===== src/rtl/ula_sequencer_if.sv =====
// Request, ULA-drive and response signals of the ULA sequencer bundled as one bus.
// Latency: none, wires only.
// Backpressure: req_valid/req_ready on the request side, rsp_valid/rsp_ready on the response side.
interface ula_sequencer_if #(
  parameter int N = 8
);
  logic         req_valid;
  logic         req_ready;
  logic [N-1:0] req_a;
  logic [N-1:0] req_b;
  logic [2:0]   req_op;

  logic [N-1:0] ula_a;
  logic [N-1:0] ula_b;
  logic [2:0]   ula_selec;
  logic         ula_en;
  logic [N:0]   ula_s;

  logic         rsp_valid;
  logic         rsp_ready;
  logic [N:0]   rsp_s;
  logic [2:0]   rsp_op;
  logic         rsp_mismatch;
  logic         rsp_illegal;

  // Environment side: issues requests, implements the ULA, consumes responses.
  modport master (
    output req_valid, req_a, req_b, req_op, ula_s, rsp_ready,
    input  req_ready, ula_a, ula_b, ula_selec, ula_en,
    input  rsp_valid, rsp_s, rsp_op, rsp_mismatch, rsp_illegal
  );

  // Sequencer side.
  modport slave (
    input  req_valid, req_a, req_b, req_op, ula_s, rsp_ready,
    output req_ready, ula_a, ula_b, ula_selec, ula_en,
    output rsp_valid, rsp_s, rsp_op, rsp_mismatch, rsp_illegal
  );
endinterface


===== src/rtl/ula_sequencer.sv =====
// Drives one request at a time into the combinational ULA, samples S and checks it against a golden model.
// Latency: rsp_valid rises SETTLE edges after the accept edge; an illegal op (111) responds on the accept edge.
// Backpressure: req_ready only in IDLE; the response is held stable until rsp_ready, one transaction in flight.
module ula_sequencer #(
  parameter int N      = 8,
  parameter int SETTLE = 1,
  parameter int CHECK  = 1
) (
  input  logic           clk,
  input  logic           rst_n,
  ula_sequencer_if.slave bus,
  output logic [7:0]     err_cnt,
  output logic           busy
);

  localparam int cnt_w = (SETTLE > 1) ? $clog2(SETTLE) : 1;
  localparam logic [cnt_w-1:0] settle_load = cnt_w'(SETTLE - 1);
  localparam bit chk_en = (CHECK != 0);

  typedef enum logic [1:0] {IDLE, DRIVE, RESP} state_t;

  state_t           state;
  logic [cnt_w-1:0] cnt;
  logic [N:0]       expected;
  logic             mismatch;

  // Only the state register decides whether a request can be taken.
  assign bus.req_ready = (state == IDLE);
  assign busy          = (state != IDLE);

  // Golden model of the ULA, evaluated on the registered operands actually being driven.
  always_comb begin
    expected = '0;
    case (bus.ula_selec)
      3'b000:  expected = {1'b0, bus.ula_a} + {1'b0, bus.ula_b};
      3'b001:  expected = {1'b0, bus.ula_a} - {1'b0, bus.ula_b};
      3'b010:  expected = {{N{1'b0}}, (bus.ula_a >  bus.ula_b)};
      3'b011:  expected = {{N{1'b0}}, (bus.ula_a <  bus.ula_b)};
      3'b100:  expected = {{N{1'b0}}, (bus.ula_a >= bus.ula_b)};
      3'b101:  expected = {{N{1'b0}}, (bus.ula_a <= bus.ula_b)};
      3'b110:  expected = {{N{1'b0}}, (bus.ula_a == bus.ula_b)};
      default: expected = '0;
    endcase
    mismatch = chk_en && (bus.ula_s != expected);
  end

  // Sequencer FSM: accept, hold the ULA inputs for SETTLE cycles, sample, then wait for the consumer.
  always_ff @(posedge clk or negedge rst_n) begin
    if (!rst_n) begin
      state            <= IDLE;
      cnt              <= '0;
      bus.ula_a        <= '0;
      bus.ula_b        <= '0;
      bus.ula_selec    <= '0;
      bus.ula_en       <= 1'b0;
      bus.rsp_valid    <= 1'b0;
      bus.rsp_s        <= '0;
      bus.rsp_op       <= '0;
      bus.rsp_mismatch <= 1'b0;
      bus.rsp_illegal  <= 1'b0;
      err_cnt          <= '0;
    end else begin
      case (state)
        IDLE: begin
          if (bus.req_valid) begin
            bus.ula_a     <= bus.req_a;
            bus.ula_b     <= bus.req_b;
            bus.ula_selec <= bus.req_op;
            if (bus.req_op == 3'b111) begin
              // Nothing to compute: answer at once without ever enabling the ULA.
              bus.rsp_s        <= '0;
              bus.rsp_op       <= 3'b111;
              bus.rsp_illegal  <= 1'b1;
              bus.rsp_mismatch <= 1'b0;
              bus.rsp_valid    <= 1'b1;
              state            <= RESP;
            end else begin
              bus.ula_en <= 1'b1;
              cnt        <= settle_load;
              state      <= DRIVE;
            end
          end
        end
        DRIVE: begin
          if (cnt == '0) begin
            bus.rsp_s        <= bus.ula_s;
            bus.rsp_op       <= bus.ula_selec;
            bus.rsp_illegal  <= 1'b0;
            bus.rsp_mismatch <= mismatch;
            if (mismatch && (err_cnt != 8'hFF)) begin
              err_cnt <= err_cnt + 8'd1;
            end
            bus.rsp_valid <= 1'b1;
            bus.ula_en    <= 1'b0;
            state         <= RESP;
          end else begin
            cnt <= cnt - cnt_w'(1);
          end
        end
        RESP: begin
          if (bus.rsp_ready) begin
            bus.rsp_valid <= 1'b0;
            state         <= IDLE;
          end
        end
        default: state <= IDLE;
      endcase
    end
  end

endmodule


===== src/flat_wrapper.sv =====
// flat-port wrapper written by rule: the top's interface ports become plain ports
module ula_sequencer_flat 
#(
  parameter int N      = 8,
  parameter int SETTLE = 1,
  parameter int CHECK  = 1
)
  (clk, rst_n, err_cnt, busy, bus_req_valid, bus_req_a, bus_req_b, bus_req_op, bus_ula_s, bus_rsp_ready, bus_req_ready, bus_ula_a, bus_ula_b, bus_ula_selec, bus_ula_en, bus_rsp_valid, bus_rsp_s, bus_rsp_op, bus_rsp_mismatch, bus_rsp_illegal);
  ula_sequencer_if #(.N(N)) bus_i ();
  input  logic clk;
  input  logic rst_n;
  output logic [7:0] err_cnt;
  output logic busy;
  input wire logic [$bits(bus_i.req_valid)-1:0] bus_req_valid;
  input wire logic [$bits(bus_i.req_a)-1:0] bus_req_a;
  input wire logic [$bits(bus_i.req_b)-1:0] bus_req_b;
  input wire logic [$bits(bus_i.req_op)-1:0] bus_req_op;
  input wire logic [$bits(bus_i.ula_s)-1:0] bus_ula_s;
  input wire logic [$bits(bus_i.rsp_ready)-1:0] bus_rsp_ready;
  output wire logic [$bits(bus_i.req_ready)-1:0] bus_req_ready;
  output wire logic [$bits(bus_i.ula_a)-1:0] bus_ula_a;
  output wire logic [$bits(bus_i.ula_b)-1:0] bus_ula_b;
  output wire logic [$bits(bus_i.ula_selec)-1:0] bus_ula_selec;
  output wire logic [$bits(bus_i.ula_en)-1:0] bus_ula_en;
  output wire logic [$bits(bus_i.rsp_valid)-1:0] bus_rsp_valid;
  output wire logic [$bits(bus_i.rsp_s)-1:0] bus_rsp_s;
  output wire logic [$bits(bus_i.rsp_op)-1:0] bus_rsp_op;
  output wire logic [$bits(bus_i.rsp_mismatch)-1:0] bus_rsp_mismatch;
  output wire logic [$bits(bus_i.rsp_illegal)-1:0] bus_rsp_illegal;
  assign bus_i.req_valid = bus_req_valid;
  assign bus_i.req_a = bus_req_a;
  assign bus_i.req_b = bus_req_b;
  assign bus_i.req_op = bus_req_op;
  assign bus_i.ula_s = bus_ula_s;
  assign bus_i.rsp_ready = bus_rsp_ready;
  assign bus_req_ready = bus_i.req_ready;
  assign bus_ula_a = bus_i.ula_a;
  assign bus_ula_b = bus_i.ula_b;
  assign bus_ula_selec = bus_i.ula_selec;
  assign bus_ula_en = bus_i.ula_en;
  assign bus_rsp_valid = bus_i.rsp_valid;
  assign bus_rsp_s = bus_i.rsp_s;
  assign bus_rsp_op = bus_i.rsp_op;
  assign bus_rsp_mismatch = bus_i.rsp_mismatch;
  assign bus_rsp_illegal = bus_i.rsp_illegal;
  ula_sequencer #(.N(N), .SETTLE(SETTLE), .CHECK(CHECK)) u_core (.clk(clk), .rst_n(rst_n), .bus(bus_i), .err_cnt(err_cnt), .busy(busy));
endmodule

===== config.mk =====
export PLATFORM = sky130hd
export DESIGN_NAME = ula_sequencer_flat
export DESIGN_NICKNAME = d
export VERILOG_FILES = /design/src/rtl/ula_sequencer_if.sv /design/src/rtl/ula_sequencer.sv /design/src/flat_wrapper.sv
export SDC_FILE = /design/constraint.sdc
export NUM_CORES = 1
export LEC_CHECK = 0
export ABC_CLOCK_PERIOD_IN_PS = 4700
export CAP_MARGIN = 10
export CORE_AREA = 2 2 86 88
export DETAILED_ROUTE_END_ITERATION = 6
export DIE_AREA = 0 0 88 90
export PLACE_DENSITY_LB_ADDON = 0.1
export REMOVE_ABC_BUFFERS = 1
export SETUP_SLACK_MARGIN = 0.1
export SLEW_MARGIN = 20
export SYNTH_ARGS = -nofsm -noshare
export SYNTH_HDL_FRONTEND = slang
export SYNTH_SLANG_ARGS = --single-unit

===== constraint.sdc =====
create_clock -name clk -period 4.7 [get_ports clk]
set_input_delay 0.47 -clock clk [delete_from_list [all_inputs] [get_ports clk]]
set_output_delay 0.47 -clock clk [all_outputs]
set_load 0.02 [all_outputs]

==> results of run 1 <==
==> state kept, by name (all words and copies together), names as in the netlist <==
signal	flops
u_core.bus.rsp_mismatch	1
u_core.state	2
u_core.bus.rsp_op	3
u_core.bus.rsp_s	9
u_core.bus.ula_a	8
u_core.err_cnt	8
u_core.bus.ula_b	8
u_core.bus.ula_en	1
u_core.bus.rsp_illegal	1
u_core.bus.ula_selec	3
u_core.bus.rsp_valid	1
==> cells by family after synthesis <==
family,after synthesis,synth area share (%)
DFF,45,36.9
buffers and inverters,35,5.53
muxes,20,7.25
adders and majority gates,19,8.28
xor gates and xnor gates,11,3.16
and+or+nand+nor,135,22.5
AOI/OAI and AO/OA,74,16.4
==> per-stage QoR <==
stage	area, um^2	worst slack [ns]	hold slack (ns)	cells
after detailed placement	3830	1.12	0.461	496
after global placement	3830	1.24	0.462	496
final	3950	1.11	0.152	504
after floorplan	2940	1.39	0.174	320
after global routing	3950	0.792	0.192	504
after CTS	3940	1.10	0.367	504
==> layout by cell type (no fill, tap or decap), drive strengths merged, types with 3 or more instances in the layout <==
| master | Yosys | layout |
|---|---|---|
| o21a | 3 | 3 |
| dfrtp | 45 | 45 |
| clkbuf | 7 | 6 |
| inv | 16 | 16 |
| nand3 | 10 | 10 |
| a21o | 4 | 4 |
| o221ai | 4 | 4 |
| mux2i | 6 | 6 |
| nand2 | 40 | 40 |
| or3 | 3 | 3 |
| xnor2 | 4 | 4 |
| a211oi | 3 | 3 |
| and2 | 3 | 3 |
| a22o | 6 | 6 |
| nor2 | 31 | 31 |
| or2 | 3 | 3 |
| a21oi | 11 | 11 |
| xor2 | 7 | 7 |
| nand2b | 8 | 8 |
| o21ai | 23 | 23 |
| nor2b | 8 | 8 |
| ha | 17 | 17 |
| mux2 | 14 | 14 |
| nor4 | 5 | 5 |
| nor3 | 9 | 9 |
| clkdlybuf4s50 | 0 | 75 |
==> Yosys cell counts (3+ instances only) <==
cell type  number  area, um^2
nor3_1          9        45.0
nor2b_1         8        50.1
a22o_1          6        52.6
inv_1          16        60.1
ha_1           17         213
a21o_1          4        30.0
mux2_1          3        33.8
xnor2_1         4        35.0
nand3_1        10        50.1
mux2i_1         6        60.1
clkbuf_1        6        22.5
o221ai_1        4        35.0
a211oi_1        3        22.5
nor2_1         30         113
a21oi_1        11        55.1
mux2_2         10         113
buf_2           8        40.0
o21ai_0        23         115
nand2b_1        8        50.1
buf_6           3        33.8
o21a_1          3        22.5
xor2_1          7        61.3
dfrtp_1        45        1130
nor4_1          4        25.0
nand2_1        40         150
and2_1          3        18.8
==> worst register-to-register path, cell delays in order (launching register included) <==
cell	delay, ns
dfrtp_1	0.43
ha_1	0.26
fa_1	0.39
nand2b_1	0.18
a21oi_1	0.36
nand3_1	0.14
a311o_1	0.40
nor4_1	0.31
nand4b_1	0.19
nor4_4	0.40
nor2_1	0.11
mux2_1	0.32
==> worst max-delay path by stage <==
stage / start / endpoint / slack [ns] / cells past startpoint
after floorplan: u_core.bus.ula_b[3]$_DFFE_PN0P_ / u_core.err_cnt[4]$_DFFE_PN0P_ / 1.39 / 11
after global placement: u_core.bus.ula_b[0]$_DFFE_PN0P_ / u_core.err_cnt[4]$_DFFE_PN0P_ / 1.24 / 11
after detailed placement: u_core.bus.ula_b[0]$_DFFE_PN0P_ / u_core.err_cnt[2]$_DFFE_PN0P_ / 1.12 / 11
after CTS: u_core.bus.ula_b[0]$_DFFE_PN0P_ / u_core.err_cnt[2]$_DFFE_PN0P_ / 1.10 / 11
after global routing: u_core.bus.ula_a[0]$_DFFE_PN0P_ / u_core.err_cnt[4]$_DFFE_PN0P_ / 0.79 / 12
final: u_core.bus.ula_b[0]$_DFFE_PN0P_ / u_core.err_cnt[2]$_DFFE_PN0P_ / 1.11 / 11
==> per-layer routing <==
metal / up-vias / share of wire, % / track usage (%)
met3: 10 / 5.5 / 3.86
li1: 1322 / - / -
met1: 1255 / 48 / 28.6
met4: 0 / 1.4 / 4.74
met2: 72 / 45 / 29.2
met5: - / 0 / 0
==> area by class of cell <==
type	count	area, um^2	area share (%)
clock inverter	2	38.8	0.983
tap	99	124	3.14
sequential	45	1130	28.5
multi-input combinational	259	1760	44.6
clock buffer	6	72.6	1.84
inverter	16	60.1	1.52
timing repair buffer	77	766	19.4
==> power by group <==
group	switching [mW]	internal [mW]	total, mW
Clock	0.137	0.160	0.296
Sequential	0.228	0.566	0.794
Combinational	1.14	0.982	2.12
Total	1.50	1.71	3.21
==> results.ini, run 1 <==
[layout]
diodes=0
layout-drive-gt1-share_pct=7.16
final_nets=455
final_util_pct=56.2
area_growth_pct=29.2
n_fill_cell=662

[clock_network]
cts_resized=0
cts_root_buf=clkbuf_8
cts_htree_levels=2
hold_buffers=0
clkLatencyLatePin_ns=0.30
clk_path_buf_depth=2
cts_buffers=5
cts_tree=built
post-cts-setup-buffers=0
cts.clk_slew.worst_paths_ns=0.09
clkSinkCount=45

[critical_path]
setup.worst_path.end_class=flip-flop
cp_cell_sequence=ha_1 -> fa_1 -> nand2b_1 -> a21oi_1 -> nand3_1 -> a311o_1 -> nor4_1 -> nand4b_1 -> nor4_4 -> nor2_1 -> mux2_1
reg2reg_depth=11
required_ns=4.89
reg2reg_slack_ns=1.11
arrival_ns=3.78
r2r-end=u_core.err_cnt[2]$_DFFE_PN0P_
slowest_delay_ns=0.43
start_kind=flip-flop
critPathTopFamily=simple AND/OR/NAND/NOR gates
critical_path_buf_inv_count=0
path_class=flip-flop to flip-flop
cp_max_fo=8
r2r_start=u_core.bus.ula_b[0]$_DFFE_PN0P_
crit_slowest_cell=dfrtp_1

[sta]
worst_pin_slew_ns=1.02
period_minus_slack_ns=3.59
clock_skew_ns=0.00669
max_slew_margin_pct=32.2
hold_viol=0
rsz0062_at_grt=no
fin_setup_tns_ns=0
max_freq_mhz=279
slew_violations=0
finalCritPeriodShare_pct=76.3
setup_viol=0

[global_route]
antenna_found_initial=0
gr-usage-all-layers_pct=19.4
grt_overflow=0
grt_start_max_net_pins=46
grt_pass1_wl_um=12300
grt_pass1_vias=2523

[placement]
hpwl_um=5550
gp_congestion=0.866
port_buffers=76

[power_and_ir_drop]
powerDensity_nw_per_um2=814
peakVddDrop_mv=0.326
p_total_mw=3.21
p_leak_nw=1.69

[detailed_routing]
wl_um=7370
first_pass_iters=4
wl_per_cell_um=14.6
antenna_left=0
drtIter0Drc=145
route.detailed.drc=0
vias_per_cell=5.28
num_vias=2659

[synthesis]
async_reset_ff_share_pct=100
yosys.cell_types.count=63
yosysSeqAreaShare_pct=36.9
syn-cell-area_um2=3050
ys_seq_elements=45
synth_cells=339
yosys_warnings=0
synth_flop_cell=dfrtp_1
syn_area_per_cell_um2=9.01
synth-edff-count=0

[die]
initial_core_util_pct=43.5
die_x_um=88
core-area_um2=7020
die_h_um=90
rows=31
num_io_pins=77
dieArea_um2=7920

[hold_path]
hold_class=input pin to asynchronous set/reset pin

[job]
cap_violations=0

[outcome]
outcome=completed

Note: power is estimated with default switching activity, not from simulation.
==> run 2, diff against run 1 <==
--- a/config.mk
+++ b/config.mk
@@ -5,7 +5,7 @@
 export SDC_FILE = /design/constraint.sdc
 export NUM_CORES = 1
 export LEC_CHECK = 0
-export ABC_CLOCK_PERIOD_IN_PS = 4700
+export ABC_CLOCK_PERIOD_IN_PS = 3000
 export CAP_MARGIN = 10
 export CORE_AREA = 2 2 86 88
 export DETAILED_ROUTE_END_ITERATION = 6
==> constraint.sdc (replaced) <==
create_clock -name clk -period 3 [get_ports clk]
set_input_delay 0.3 -clock clk [delete_from_list [all_inputs] [get_ports clk]]
set_output_delay 0.3 -clock clk [all_outputs]
set_load 0.02 [all_outputs]
==> run 2 against run 1 <==
Against the previous run:
- the flow now finishes with violations (negative hold slack, negative setup slack)
- routed wire length increased by 11%
- total power increased by 80%
- register-to-register slack got worse by 1.1 ns
- via count increased by 5.8%
- clock skew increased by 0.0010 ns
- combinational power increased by 100%
- global-route usage increased by 2.0 points
- utilization increased by 6.1 points
- critical path depth increased by 1
- count of clock-buffer cells in the layout unchanged
- design area increased by 11%
- clock power increased by 35%
- critical endpoint is now u_core.err_cnt[4]$_DFFE_PN0P_
- largest cell class unchanged
==> results.ini, run 2 (same netlist as run 1, synthesis figures left out) <==
[die]
initial_core_util_pct=43.5  ; unchanged
dieArea_um2=7920  ; unchanged
num_io_pins=77  ; unchanged
rows=31  ; unchanged
die_x_um=88  ; unchanged
core-area_um2=7020  ; unchanged
die_h_um=90  ; unchanged

[critical_path]
r2r_start=u_core.bus.ula_a[0]$_DFFE_PN0P_
critPathTopFamily=simple AND/OR/NAND/NOR gates
reg2reg_depth=12  ; +1
cpMostUsedCell=nor4_4
reg2reg_slack_ns=-0.01  ; -1.13 ns
crit_slowest_cell=fa_1
cp_cell_sequence=inv_2 -> ha_2 -> fa_1 -> a211oi_2 -> xor2_1 -> a211o_2 -> nor4_4 -> nand4b_1 -> nor4_4 -> buf_4 -> nor2_1 -> mux2_1
r2r-end=u_core.err_cnt[4]$_DFFE_PN0P_
cp_max_fo=6  ; -2
start_kind=flip-flop
critical_path_buf_inv_count=2  ; +2
setup.worst_path.end_class=flip-flop
slowest_delay_ns=0.43  ; about the same
path_class=flip-flop to flip-flop
arrival_ns=3.21  ; -0.57 ns
required_ns=3.19  ; -1.70 ns
path_depth=12  ; +1

[clock_network]
clkSinkCount=45  ; unchanged
hold_buffers=0  ; unchanged
cts.clk_slew.worst_paths_ns=0.10  ; about the same
cts_buffers=5  ; unchanged
clk_path_buf_depth=2  ; unchanged
clkLatencyLatePin_ns=0.31  ; about the same
cts_root_buf=clkbuf_8
cts_htree_levels=2  ; unchanged
cts_tree=built

[global_route]
grt_overflow=0  ; unchanged
grt_pass1_vias=2751  ; +9.0%
grt_start_max_net_pins=46  ; unchanged
gr-usage-all-layers_pct=21.4  ; +2.0 points
grt_pass1_wl_um=13500  ; +9.5%
antenna_found_initial=0  ; unchanged

[layout]
largest-register=u_core.bus.rsp_s
diodes=0  ; unchanged
largest_register_ffs=9  ; unchanged
final_util_pct=62.3  ; +6.1 points
area_growth_pct=43.2
final_nets=502  ; +10%
layout-drive-gt1-share_pct=20.8  ; +14 points
layout_common_cells=clkdlybuf4s50_1 (75), buf_4 (47), dfrtp_1 (45)
mostFrequentLayoutCell=clkdlybuf4s50_1

[placement]
gp_congestion=0.875  ; +1.0%
port_buffers=76  ; unchanged
hpwl_um=6140  ; +11%

[detailed_routing]
wl_per_cell_um=14.9  ; +1.8%
drtIter0Drc=113  ; -22%
route.detailed.drc=0  ; unchanged
first_pass_iters=7  ; +3
vias_per_cell=5.10  ; -3.3%
wl_um=8200  ; +11%
antenna_left=0  ; unchanged
num_vias=2812  ; +5.8%

[sta]
max_freq_mhz=332  ; +19%
worst_pin_slew_ns=0.715  ; -0.302 ns
finalCritPeriodShare_pct=100  ; +24 points
fin_ws_ns=-0.0120  ; -1.13 ns
timing.hold.ws_ns=-0.0205  ; -0.173 ns
rsz0062_at_grt=yes
hold_viol=31  ; +31
max_slew_margin_pct=52.3  ; +20 points
slew_violations=0  ; unchanged
setup_viol=3  ; +3
period_minus_slack_ns=3.01  ; -0.575 ns
clock_skew_ns=0.00773  ; +0.00105 ns

[job]
cap_violations=0  ; unchanged

[power_and_ir_drop]
p_switching_mw=2.65  ; +77%
p_total_mw=5.77  ; +80%
seq_power_share_pct=19.4  ; -5.3 points
intPower_mw=3.11  ; +82%
powerDensity_nw_per_um2=1320  ; +62%
p_comb_share_pct=73.6  ; +7.6 points
switching_share_pct=46.0  ; -0.81 points
peakVddDrop_mv=0.632  ; +94%
p_leak_nw=1.91  ; +13%
clockPowerShare_pct=6.9  ; -2.3 points

[outcome]
violations=negative hold slack, negative setup slack
outcome=finished, violations left

[hold_path]
hold_class=input pin to asynchronous set/reset pin

run 2: cell count changes in the layout (fill, tap and decap cells not counted), sizes merged:
cell	previous run	this run
clkinv	1	0
buf	2	49
bufinv	1	0
clkinvlp	0	2
run 2: power by group through the flow:
stage	combinational, mW	sequential, mW	clock (mW)
2_1_floorplan	1.88	1.52	0
3_3_place_gp	3.91	1.12	0
3_5_place_dp	3.94	1.13	0
4_1_cts	4.18	1.12	0.409
5_1_grt	4.62	1.16	0.436
6_report	4.24	1.12	0.399
run 2: routing by layer:
metal	global-route usage, %	share of wire (%)	up-vias
met1	30.5	49	1328
met4	4.62	0.85	0
met5	0	0	-
li1	-	-	1415
met2	34.3	47	64
met3	3.21	3.7	5
run 2: worst max path at each step:
stage                                    startpoint                             to  slack, ns
floorplan           u_core.bus.ula_b[3]$_DFFE_PN0P_  u_core.err_cnt[4]$_DFFE_PN0P_      -0.31
global placement    u_core.bus.ula_b[0]$_DFFE_PN0P_  u_core.err_cnt[4]$_DFFE_PN0P_      -0.07
global route        u_core.bus.ula_b[0]$_DFFE_PN0P_  u_core.err_cnt[2]$_DFFE_PN0P_      -0.20
finish              u_core.bus.ula_a[0]$_DFFE_PN0P_  u_core.err_cnt[4]$_DFFE_PN0P_      -0.01
detailed placement  u_core.bus.ula_b[0]$_DFFE_PN0P_  u_core.err_cnt[4]$_DFFE_PN0P_      -0.13
CTS                 u_core.bus.ula_a[0]$_DFFE_PN0P_  u_core.err_cnt[4]$_DFFE_PN0P_      -0.01
run 2: final cells by class:
| class | instances | area [um^2] |
|---|---|---|
| fill | 647 | 2650 |
| multi-input combinational | 259 | 1840 |
| timing repair buffer | 124 | 1130 |
| sequential | 45 | 1130 |
| tap | 99 | 124 |
| clock buffer | 6 | 72.6 |
| inverter | 16 | 60.1 |
| clock inverter | 2 | 15.0 |
run 2: worst register-to-register path, stage by stage, from the launching register on:
cell,delay (ns)
dfrtp_1,0.41
inv_2,0.07
ha_2,0.17
fa_1,0.43
a211oi_2,0.23
xor2_1,0.12
a211o_2,0.31
nor4_4,0.27
nand4b_1,0.19
nor4_4,0.16
buf_4,0.18
nor2_1,0.06
mux2_1,0.30
run 2: repair_timing:
item                                    in CTS  in global routing
resized for setup                           14                  9
setup buffers                                6                  0
pin swaps                                    5                  2
cloned                                       0                  0
endpoints found under the setup margin       8                  9
run 2: metrics by stage:
stage	instance area [um^2]	setup TNS, ns	std cells	setup slack, ns	hold WS, ns
6_report	4370	-0.0298	551	-0.0120	-0.0205
5_1_grt	4370	-1.31	551	-0.200	0.0309
4_1_cts	4340	-0.0414	551	-0.0148	0.200
3_5_place_dp	4150	-0.670	537	-0.127	0.471
3_3_place_gp	4150	-0.370	537	-0.0734	0.461
2_1_floorplan	2940	-1.77	320	-0.309	0.00441
==> run 3, diff against run 2 <==
--- a/config.mk
+++ b/config.mk
@@ -7,10 +7,11 @@
 export LEC_CHECK = 0
 export ABC_CLOCK_PERIOD_IN_PS = 3000
 export CAP_MARGIN = 10
-export CORE_AREA = 2 2 86 88
+export CORE_AREA = 2 2 91 93
 export DETAILED_ROUTE_END_ITERATION = 6
-export DIE_AREA = 0 0 88 90
+export DIE_AREA = 0 0 93 95
 export PLACE_DENSITY_LB_ADDON = 0.1
+export RECOVER_POWER = 100
 export REMOVE_ABC_BUFFERS = 1
 export SETUP_SLACK_MARGIN = 0.1
 export SLEW_MARGIN = 20
==> run 3 against run 2 <==
Against the previous run:
- the run ends with max-capacitance violations, max-slew violations, negative setup slack left
- first-iteration DRC count rose by 12%
- count of clock-buffer cells in the layout unchanged
- critical path depth stayed put
==> results.ini, run 3 (same netlist as run 1, synthesis figures left out) <==
[outcome]
outcome=finished, violations left
violations=max-capacitance violations, max-slew violations, negative setup slack

[power_and_ir_drop]
p_leak_nw=1.99  ; +4.0%
peakVddDrop_mv=0.663  ; +4.8%
p_total_mw=5.98  ; +3.8%
powerDensity_nw_per_um2=1330  ; +0.78%

[sta]
period_minus_slack_ns=3.10  ; +0.0913 ns
rsz0062_at_grt=yes
slew_violations=46  ; +46
timing.hold.ws_ns=0.480  ; +0.501 ns
hold_viol=0  ; -100%
finalCritPeriodShare_pct=103  ; +3.0 points
clock_skew_ns=0.00805  ; +0.000313 ns
max_freq_mhz=322  ; -2.9%
worst_pin_slew_ns=2.43  ; +1.72 ns
setup_viol=8  ; +5
max_slew_margin_pct=-62.2  ; -110 points
fin_ws_ns=-0.103  ; -0.0913 ns

[global_route]
grt_util_met3_pct=3.03  ; -0.18 points
grt_start_max_net_pins=46  ; unchanged
gr-usage-all-layers_pct=20.0  ; -1.4 points
grt_pass1_vias=2843  ; +3.3%
grt_overflow=0  ; unchanged
grtUsageMet1_pct=27.7  ; -2.8 points
antenna_found_initial=0  ; unchanged
use_met2_pct=33.4  ; -0.95 points
grt-busiest-layer=met2
grt_pass1_wl_um=13900  ; +3.0%

[detailed_routing]
antenna_left=0  ; unchanged
wl_um=8510  ; +3.8%
vias_per_cell=5.05  ; -1.1%
drtIter0Drc=126  ; +12%
first_pass_iters=4  ; -3
wl_per_cell_um=15.1  ; +1.4%
route.detailed.drc=0  ; unchanged
num_vias=2848  ; +1.3%

[critical_path]
arrival_ns=3.29  ; +0.08 ns
cp_max_fo=5  ; -1
setup.worst_path.end_class=flip-flop
start_kind=flip-flop
path_class=flip-flop to flip-flop
required_ns=3.19  ; about the same
reg2reg_slack_ns=-0.10  ; -0.09 ns

[layout]
ff_latch_area_um2=1130  ; +0.11%
final_nets=509  ; +1.4%
largest_register_ffs=9  ; unchanged
area_growth_pct=47.4
multi_input_area_um2=1890  ; +2.8%
largest-register=u_core.bus.rsp_s
mostFrequentLayoutCell=buf_4
final_cells=564  ; +2.4%
diodes=0  ; unchanged
layout_common_cells=buf_4 (52), dfrtp_1 (44), clkdlybuf4s50_1 (41)
layout-drive-gt1-share_pct=22.0  ; +1.2 points
n_fill_cell=749  ; +16%

[die]
dieArea_um2=8840  ; +12%
num_io_pins=77  ; unchanged
die_x_um=93  ; +5.7%
die_h_um=95  ; +5.6%
core-area_um2=7930  ; +13%
initial_core_util_pct=38.5  ; -5.0 points
rows=33  ; +6.5%

[placement]
gp_congestion=0.872  ; -0.38%
port_buffers=76  ; unchanged
placed_cells=547  ; +1.9%
hpwl_um=6240  ; +1.6%

[clock_network]
cts_htree_levels=2  ; unchanged
clk_path_buf_depth=2  ; unchanged
clkLatencyLatePin_ns=0.30  ; about the same
cts_buffers=5  ; unchanged
cts_tree=built
clkSinkCount=45  ; unchanged
cts_root_buf=clkbuf_8
cts.clk_slew.worst_paths_ns=0.09  ; about the same

[hold_path]
hold_class=flip-flop to flip-flop

[job]
cap_violations=1  ; +1

-- run 3: layout make-up --
type / instances / share of cell area (%)
Tap cell: 105 / 2.92
Clock inverter: 2 / 0.862
Sequential cell: 45 / 25.0
Inverter: 16 / 1.33
Multi-Input combinational cell: 259 / 42.0
Timing Repair Buffer: 131 / 26.2
Clock buffer: 6 / 1.61
-- run 3: path summary, 6_finish.rpt --
| check | end | cells after the start | from |
|---|---|---|---|
| max in group asynchronous | u_core.bus.ula_a[1]$_DFFE_PN0P_ | 1 | rst_n |
| min in group asynchronous | u_core.bus.ula_a[3]$_DFFE_PN0P_ | 1 | rst_n |
| hold reg to reg | u_core.bus.rsp_s[4]$_DFFE_PN0P_ | 2 | u_core.bus.rsp_s[4]$_DFFE_PN0P_ |
| setup reg to reg | u_core.err_cnt[2]$_DFFE_PN0P_ | 12 | u_core.bus.ula_b[0]$_DFFE_PN0P_ |
| setup / recovery | u_core.err_cnt[2]$_DFFE_PN0P_ | 12 | u_core.bus.ula_b[0]$_DFFE_PN0P_ |
| hold / removal | u_core.bus.rsp_s[4]$_DFFE_PN0P_ | 2 | u_core.bus.rsp_s[4]$_DFFE_PN0P_ |
-- run 3: through the flow --
step	cell area [um^2]	util (%)	TNS [ns]	setup WS, ns
4_1_cts	4430	55.9	-0.503	-0.0922
2_1_floorplan	2940	-	-1.77	-0.309
3_3_place_gp	4190	52.8	-0.821	-0.182
5_1_grt	4500	56.8	-1.96	-0.277
6_report	4500	56.8	-0.530	-0.103
3_5_place_dp	4190	52.8	-1.36	-0.253
-- run 3: timing repair --
action	4_1_cts	5_1_grt
gates resized for setup	15	15
setup endpoints to repair	9	9
pin swaps	2	6
setup buffers	8	1
hold buffers	0	0
-- run 3: layer usage --
metal | vias to the layer above | wire, um
li1 | 1434 | -
met1 | 1350 | 4070
met2 | 56 | 4030
met3 | 8 | 301
met4 | 0 | 104
met5 | - | 0
-- run 3: critical path, stage by stage (launching register included) --
cell,delay (ns)
dfrtp_1,0.41
ha_2,0.20
fa_2,0.53
nor2_2,0.05
a211oi_2,0.19
xor2_1,0.14
a211o_2,0.31
nor4_4,0.29
nand4b_1,0.18
nor4_4,0.16
buf_4,0.18
nor2_1,0.06
mux2_1,0.30
-- run 3: report_power, final --
| part | switching, mW | internal (mW) | total (mW) |
|---|---|---|---|
| registers | 0.259 | 0.888 | 1.15 |
| clock network | 0.232 | 0.251 | 0.483 |
| logic | 2.21 | 2.14 | 4.35 |
